===== src/rtl/alu_pkg.sv =====
`default_nettype none
// ============================================================================
// Module   : alu_pkg
// Brief    : Shared ALU op enum, ALUOp encodings and R-type funct constants.
// Revision : 1.0 - initial release
// ============================================================================
package alu_pkg;

   // Operation selected by the decoder; INVALID_OP covers every undecodable case
   typedef enum logic [2:0] {
      ADD        = 3'd0,
      SUB        = 3'd1,
      MUL        = 3'd2,
      AND        = 3'd3,
      OR         = 3'd4,
      INVALID_OP = 3'd5
   } alu_op_e;

   // ALUOp op-class encodings
   localparam logic [1:0] c_ALUOP_ADD   = 2'b00;
   localparam logic [1:0] c_ALUOP_SUB   = 2'b01;
   localparam logic [1:0] c_ALUOP_RSVD  = 2'b10;
   localparam logic [1:0] c_ALUOP_RTYPE = 2'b11;

   // R-type function codes
   localparam logic [5:0] c_FUNCT_ADD = 6'b100000;
   localparam logic [5:0] c_FUNCT_SUB = 6'b100010;
   localparam logic [5:0] c_FUNCT_MUL = 6'b011000;
   localparam logic [5:0] c_FUNCT_AND = 6'b100100;
   localparam logic [5:0] c_FUNCT_OR  = 6'b100101;

endpackage : alu_pkg
`default_nettype wire


===== src/rtl/alu_decode.sv =====
`default_nettype none
// ============================================================================
// Module   : alu_decode
// Brief    : Combinational decode of ALUOp/funct into an ALU operation.
// Revision : 1.0 - initial release
// ============================================================================
module alu_decode
   import alu_pkg::*;
(
   input  logic [1:0] ALUOp_i,
   input  logic [5:0] funct_i,
   output alu_op_e    op_o
);

   // Op class first; R-type falls through to the funct table
   always_comb begin
      op_o = INVALID_OP;
      case (ALUOp_i)
         c_ALUOP_ADD:   op_o = ADD;
         c_ALUOP_SUB:   op_o = SUB;
         c_ALUOP_RTYPE: begin
            case (funct_i)
               c_FUNCT_ADD: op_o = ADD;
               c_FUNCT_SUB: op_o = SUB;
               c_FUNCT_MUL: op_o = MUL;
               c_FUNCT_AND: op_o = AND;
               c_FUNCT_OR:  op_o = OR;
               default:     op_o = INVALID_OP;
            endcase
         end
         default:       op_o = INVALID_OP;
      endcase
   end

endmodule : alu_decode
`default_nettype wire


===== src/rtl/alu_exec_unit.sv =====
`default_nettype none
// ============================================================================
// Module   : alu_exec_unit
// Brief    : Single-issue ALU with valid/ready handshakes; single-cycle
//            ADD/SUB/AND/OR, iterative shift-add MUL (one bit per cycle).
// Revision : 1.0 - initial release
// ============================================================================
module alu_exec_unit
   import alu_pkg::*;
#(
   parameter int WIDTH = 32
) (
   input  logic             clk_i,
   input  logic             rst_i,
   input  logic             valid_i,
   output logic             ready_o,
   input  logic [1:0]       ALUOp_i,
   input  logic [5:0]       funct_i,
   input  logic [WIDTH-1:0] data1_i,
   input  logic [WIDTH-1:0] data2_i,
   output logic             valid_o,
   input  logic             ready_i,
   output logic [WIDTH-1:0] data_o,
   output logic             zero_o,
   output logic             invalid_o
);

   localparam int CNT_W = $clog2(WIDTH) + 1;

   localparam logic [1:0] S_IDLE = 2'd0;
   localparam logic [1:0] S_MUL  = 2'd1;
   localparam logic [1:0] S_DONE = 2'd2;

   localparam logic [CNT_W-1:0] c_CNT_LAST = CNT_W'(WIDTH - 1);
   localparam logic [CNT_W-1:0] c_CNT_ONE  = CNT_W'(1);

   logic [1:0]       r_state;
   logic [1:0]       w_state_nxt;
   logic [CNT_W-1:0] r_cnt;
   logic [WIDTH-1:0] r_acc;
   logic [WIDTH-1:0] r_mcand;
   logic [WIDTH-1:0] r_mplier;
   logic [WIDTH-1:0] r_data;
   logic             r_zero;
   logic             r_invalid;

   alu_op_e          w_op;
   logic [WIDTH-1:0] w_alu_result;
   logic [WIDTH-1:0] w_acc_next;
   logic             w_accept;
   logic             w_mul_last;

   alu_decode u_decode (
      .ALUOp_i (ALUOp_i),
      .funct_i (funct_i),
      .op_o    (w_op)
   );

   assign w_accept   = valid_i && (r_state == S_IDLE);
   assign w_mul_last = (r_state == S_MUL) && (r_cnt == c_CNT_LAST);
   assign w_acc_next = r_acc + (r_mplier[0] ? r_mcand : '0);

   // Single-cycle result for every non-MUL op; undecodable requests yield zero
   always_comb begin
      w_alu_result = '0;
      case (w_op)
         ADD:     w_alu_result = data1_i + data2_i;
         SUB:     w_alu_result = data1_i - data2_i;
         AND:     w_alu_result = data1_i & data2_i;
         OR:      w_alu_result = data1_i | data2_i;
         default: w_alu_result = '0;
      endcase
   end

   // State register
   always_ff @(posedge clk_i) begin
      if (rst_i) r_state <= S_IDLE;
      else       r_state <= w_state_nxt;
   end

   // Next-state logic
   always_comb begin
      w_state_nxt = r_state;
      case (r_state)
         S_IDLE:  if (w_accept)   w_state_nxt = (w_op == MUL) ? S_MUL : S_DONE;
         S_MUL:   if (w_mul_last) w_state_nxt = S_DONE;
         S_DONE:  if (ready_i)    w_state_nxt = S_IDLE;
         default: w_state_nxt = S_IDLE;
      endcase
   end

   // Handshake outputs decoded from state
   always_comb begin
      ready_o = (r_state == S_IDLE);
      valid_o = (r_state == S_DONE);
   end

   // Datapath: operand capture, shift-add iterations and result registers
   always_ff @(posedge clk_i) begin
      if (rst_i) begin
         r_cnt     <= '0;
         r_acc     <= '0;
         r_mcand   <= '0;
         r_mplier  <= '0;
         r_data    <= '0;
         r_zero    <= 1'b0;
         r_invalid <= 1'b0;
      end else if (w_accept) begin
         if (w_op == MUL) begin
            r_mcand  <= data1_i;
            r_mplier <= data2_i;
            r_acc    <= '0;
            r_cnt    <= '0;
         end else begin
            r_data    <= w_alu_result;
            r_zero    <= (w_alu_result == '0);
            r_invalid <= (w_op == INVALID_OP);
         end
      end else if (r_state == S_MUL) begin
         // Multiplicand walks left, multiplier right; bits past WIDTH drop off
         r_acc    <= w_acc_next;
         r_mcand  <= r_mcand << 1;
         r_mplier <= r_mplier >> 1;
         r_cnt    <= r_cnt + c_CNT_ONE;
         if (w_mul_last) begin
            r_data    <= w_acc_next;
            r_zero    <= (w_acc_next == '0);
            r_invalid <= 1'b0;
         end
      end
   end

   assign data_o    = r_data;
   assign zero_o    = r_zero;
   assign invalid_o = r_invalid;

endmodule : alu_exec_unit
`default_nettype wire

===== config.mk =====
export PLATFORM = sky130hd
export DESIGN_NAME = alu_exec_unit
export DESIGN_NICKNAME = d
export VERILOG_FILES = /design/src/rtl/alu_pkg.sv /design/src/rtl/alu_decode.sv /design/src/rtl/alu_exec_unit.sv
export SDC_FILE = /design/constraint.sdc
export NUM_CORES = 1
export LEC_CHECK = 0
export CORE_MARGIN = 2
export CORE_UTILIZATION = 58
export CTS_CLUSTER_DIAMETER = 40
export DETAILED_ROUTE_END_ITERATION = 8
export GPL_TIMING_DRIVEN = 0
export PLACE_DENSITY = 0.81
export SYNTH_ARGS = -nofsm -noshare
export SYNTH_HDL_FRONTEND = slang
export SYNTH_SLANG_ARGS = --single-unit

===== constraint.sdc =====
create_clock -name clk_i -period 6.55 [get_ports clk_i]
set_input_delay 1.965 -clock clk_i [delete_from_list [all_inputs] [get_ports clk_i]]
set_output_delay 1.965 -clock clk_i [all_outputs]
set_load 0.1 [all_outputs]

==> summary.txt <==
Outcome: complete, no violations
Post-synthesis compound-gate area fraction: 26.6%
Crit-path max cell delay: 0.59 ns
Clock Path Buffers: 2
Crit path DAT: 6.78 ns
Initial Utilization: 58.7%
Via/cell ratio: 6.49
Worst r2r src: r_state[0]
Total CTS buffers: 17
Gpl congestion: 1.01
Slew @ Worst Pin: 1.08 ns
Worst VDD drop: 195 uV
Switching part of the total: 36.7%
Crit-path cells: clkdlybuf4s50_1 > or4_4 > nor4_4 > buf_4 > nand2_1 > o31ai_1 > xor2_1 > ha_1 > a21oi_1 > nor2_1 > a211o_1 > or3_1 > a32oi_2 > nand4_1 > nor4_2 > a31oi_2 > o41ai_2
DR pass1 iterations: 8
Final period util: 98.2%
Worst Hold Depth: 2
Async S/R FF share, synth: 0%
Sequential share of power: 32.6%
Critical Path RT: 6.90 ns
Mapped Area: 10900 sq um
Switching Power: 0.973 mW
Unique masters post-synth: 78
PortBufs: 107
Reg2Reg Setup Slack: 2.25 ns
Post-synth top flop: dfxtp_1
Hold Slack: 0.451 ns
Register-to-Register Path Depth: 8
FMAX: 155 MHz
Via count: 12000
Initial antenna violation count: 0
Synthesized flop and latch total: 138
Final Skew: 0.0145 ns
Worst setup SP type: primary input
# rows: 50
Post-DP HPWL: 30.0 mm
Comb pwr share: 30.6%
Clock Power Share: 36.9%
RR Endpoint: r_acc[21]
Synthesized area per cell: 7.40 sq um
Clock latency on the worst-skew pair: 0.44 ns
Core Region: 18500 sq um
Nets: 1739
CTS tree: built
Area Overhead vs Synth: 19.5%
Synth Area in Adders: 10.5%
Largest net degree at the start of global routing: 17
Relative slew slack: 27.4%
Routed wire per std cell: 20.7 microns
Die Wd: 141 microns
Final Hold Fails: 0
Internal: 1.68 mW
Number of synthesized flops with an enable pin: 0
Final WS setup: 0.118 ns
Synth warn: 0
CTS Sinks: 138
Hold EP: data_o[13]
DRT Wirelength: 38.2 mm
Largest family of logic cells by synthesized area: compound AO/OA/AOI/OAI gates
Layout cells sized above 1: 6.03%
Post-placement setup slack: -1.28 ns
Post-Synth XOR/XNOR Area: 7.09%
First-pass GRT wire length: 58.8 mm
I/O pin cnt: 112
H-tree Lvls: 4
Max-Cap Viols: 0
Mux share of post-synthesis cell area: 0.461%
Drt drc: 0
Grt ovf: 0
Simple-gate share of the synthesized area: 25.9%
Fillers: 1586
Syn_nets: 1612
Root buf cell: clkbuf_16
Count of final setup violators: 0
ANT cells: 0
Vias in the first global route: 11000
Clk slew on worst S/H paths: 0.07 ns
Crit path capture type: flop
Starting DRT DRC Count: 1215
Seq/Total Area, Yosys: 25.4%
Die Y: 141 microns
Cells after Synth: 1468
ANT nets after route: 0
Final Max Slew Viols: 0
Worst min path class: reg2reg
Period minus WS final: 6.43 ns
CP Class: in2reg
Largest fanout on the critical path: 7
Pwr dens: 204 nW/um^2
HP Start: data_o[13]
Full die area: 19800 sq um
Slowest stage cell, crit path: or4_4
Cell family with most CP delay: simple AND/OR/NAND/NOR gates
P_leak: 4.78 nW
Buffers & Inverters on Critical Path: 2
Tot GR Track Use: 37.7%
-- layout make-up --
cell class	instances	area (sq um)	share of cell area, %
Timing Repair Buffer	111	1110	8.52
Tap cell	234	293	2.26
Clock inverter	14	150	1.16
Clock buffer	18	439	3.38
Multi-Input combinational cell	1219	7810	60.1
Buffer	90	357	2.75
Sequential cell	138	2760	21.3
Inverter	18	67.6	0.520
-- placed cells by master (no fill, tap or decap), types with 5 or more instances in the layout --
cell type        instances
nand4_1                 22
nand2b_1                10
nor3_1                  27
nor2b_1                  6
a22oi_1                 20
a31oi_1                 10
o21ai_1                 11
xnor2_1                 41
o21a_1                   9
inv_1                   18
inv_6                    7
buf_2                    9
mux2i_1                  5
xor2_1                  47
maj3_1                  27
o211ai_1                14
or4_1                    6
buf_1                    8
a211oi_1                17
clkdlybuf4s50_1        102
and2_1                  40
ha_1                    66
a311oi_1                63
dfxtp_1                138
o21ai_0                 52
a21oi_1                128
a211o_1                  6
nor2_1                 172
o31ai_1                  7
nand2_1                234
nand3b_1                 7
a21o_1                  21
nand3_1                 18
clkbuf_1                72
o21bai_1                 5
or3_1                   10
clkbuf_16               17
nor4_1                   6
and3_1                  11
-- layer usage --
layer,wire (microns),part of all wire (%),vias up,track usage [%]
met4,1940,5.1,0,18.0
met5,0,0,-,0
met2,16800,44,658,59.6
li1,-,-,5607,-
met1,15700,41,5565,50.0
met3,3760,9.9,126,6.86
-- Yosys cell counts (all sizes together), types with 6 or more instances --
cell	n	area share (%)
o21ai	67	3.2
o21a	9	0.62
nor2	172	5.9
a21oi	132	6.2
nand3b	7	0.48
xor2	47	3.8
nor2b	6	0.35
nor3	30	1.4
or2	6	0.35
or3	10	0.58
maj3	27	2.5
a31oi	12	0.75
nand4	22	1.3
a21boi	6	0.45
ha	66	7.6
a21o	21	1.5
a311oi	64	5.2
o211ai	16	1.2
o31ai	10	0.69
and3	11	0.63
nand2	234	8.1
a211o	6	0.48
xnor2	41	3.3
nor4	10	0.83
dfxtp	138	25
inv	18	0.62
a22oi	21	1.5
or4	10	0.79
clkbuf	77	2.7
and2	40	2.3
nand3	18	0.83
a211oi	21	1.5
buf	16	0.70
nand2b	11	0.63
-- power groups by stage --
stage	Clock (mW)	Combinational, mW	Sequential [mW]
2_1_floorplan	0	0.424	0.984
3_3_place_gp	0	0.764	0.882
3_5_place_dp	0	0.769	0.883
4_1_cts	0.980	0.779	0.864
5_1_grt	1.02	0.862	0.866
6_report	0.979	0.811	0.864
-- through the flow --
| stage | TNS (ns) | area [sq um] | instances | utilization [%] | total power, mW |
|---|---|---|---|---|---|
| floorplan | 0 | 10900 | 1468 | - | 1.41 |
| global placement | -15.10 | 12200 | 1809 | 66.0 | 1.65 |
| detailed placement | -15.43 | 12200 | 1809 | 66.0 | 1.65 |
| CTS | 0 | 12900 | 1841 | 69.5 | 2.62 |
| global route | -0.0291 | 13000 | 1842 | 70.1 | 2.75 |
| finish | 0 | 13000 | 1842 | 70.1 | 2.65 |
-- worst max-delay path by stage --
stage | start | endpoint | slack, ns | cells after the start
3_3_place_gp | funct_i[0] | zero_o | -1.24 | 19
5_1_grt | data2_i[9] | zero_o | -0.03 | 17
3_5_place_dp | funct_i[0] | zero_o | -1.28 | 19
6_report | data2_i[5] | zero_o | 0.12 | 17
4_1_cts | data2_i[2] | zero_o | 0.003 | 20
2_1_floorplan | data2_i[0] | zero_o | 0.43 | 21
-- cells by family (layout without fill, tap and decap cells) --
logic type                 count (synthesis)  after routing
muxes                                      5              5
DFF                                      138            138
buffers and inverters                    111            251
and+or+nand+nor                          605            605
AOI/OAI and AO/OA                        426            426
xor gates and xnor gates                  88             88
adders and majority gates                 95             95
-- tightest hold or removal path, stage by stage, from the launching register on --
cell and delay, ns:
dfxtp_1 0.31, nand2_1 0.05, a21oi_1 0.05
-- state kept, by name (all words and copies together), names as in the netlist --
name,cells
r_state,2
r_acc,32
r_mplier,32
invalid_o,1
r_cnt,6
r_mcand,32
data_o,32
zero_o,1
-- repair_timing --
action | CTS | global route
buffers inserted | 0 | 4
hold buffers | 0 | 0
resized for setup | 14 | 19
pin swaps | 0 | 5
endpoints found under the setup margin | 18 | 9
No activity file was read; power rests on OpenSTA's default activity.
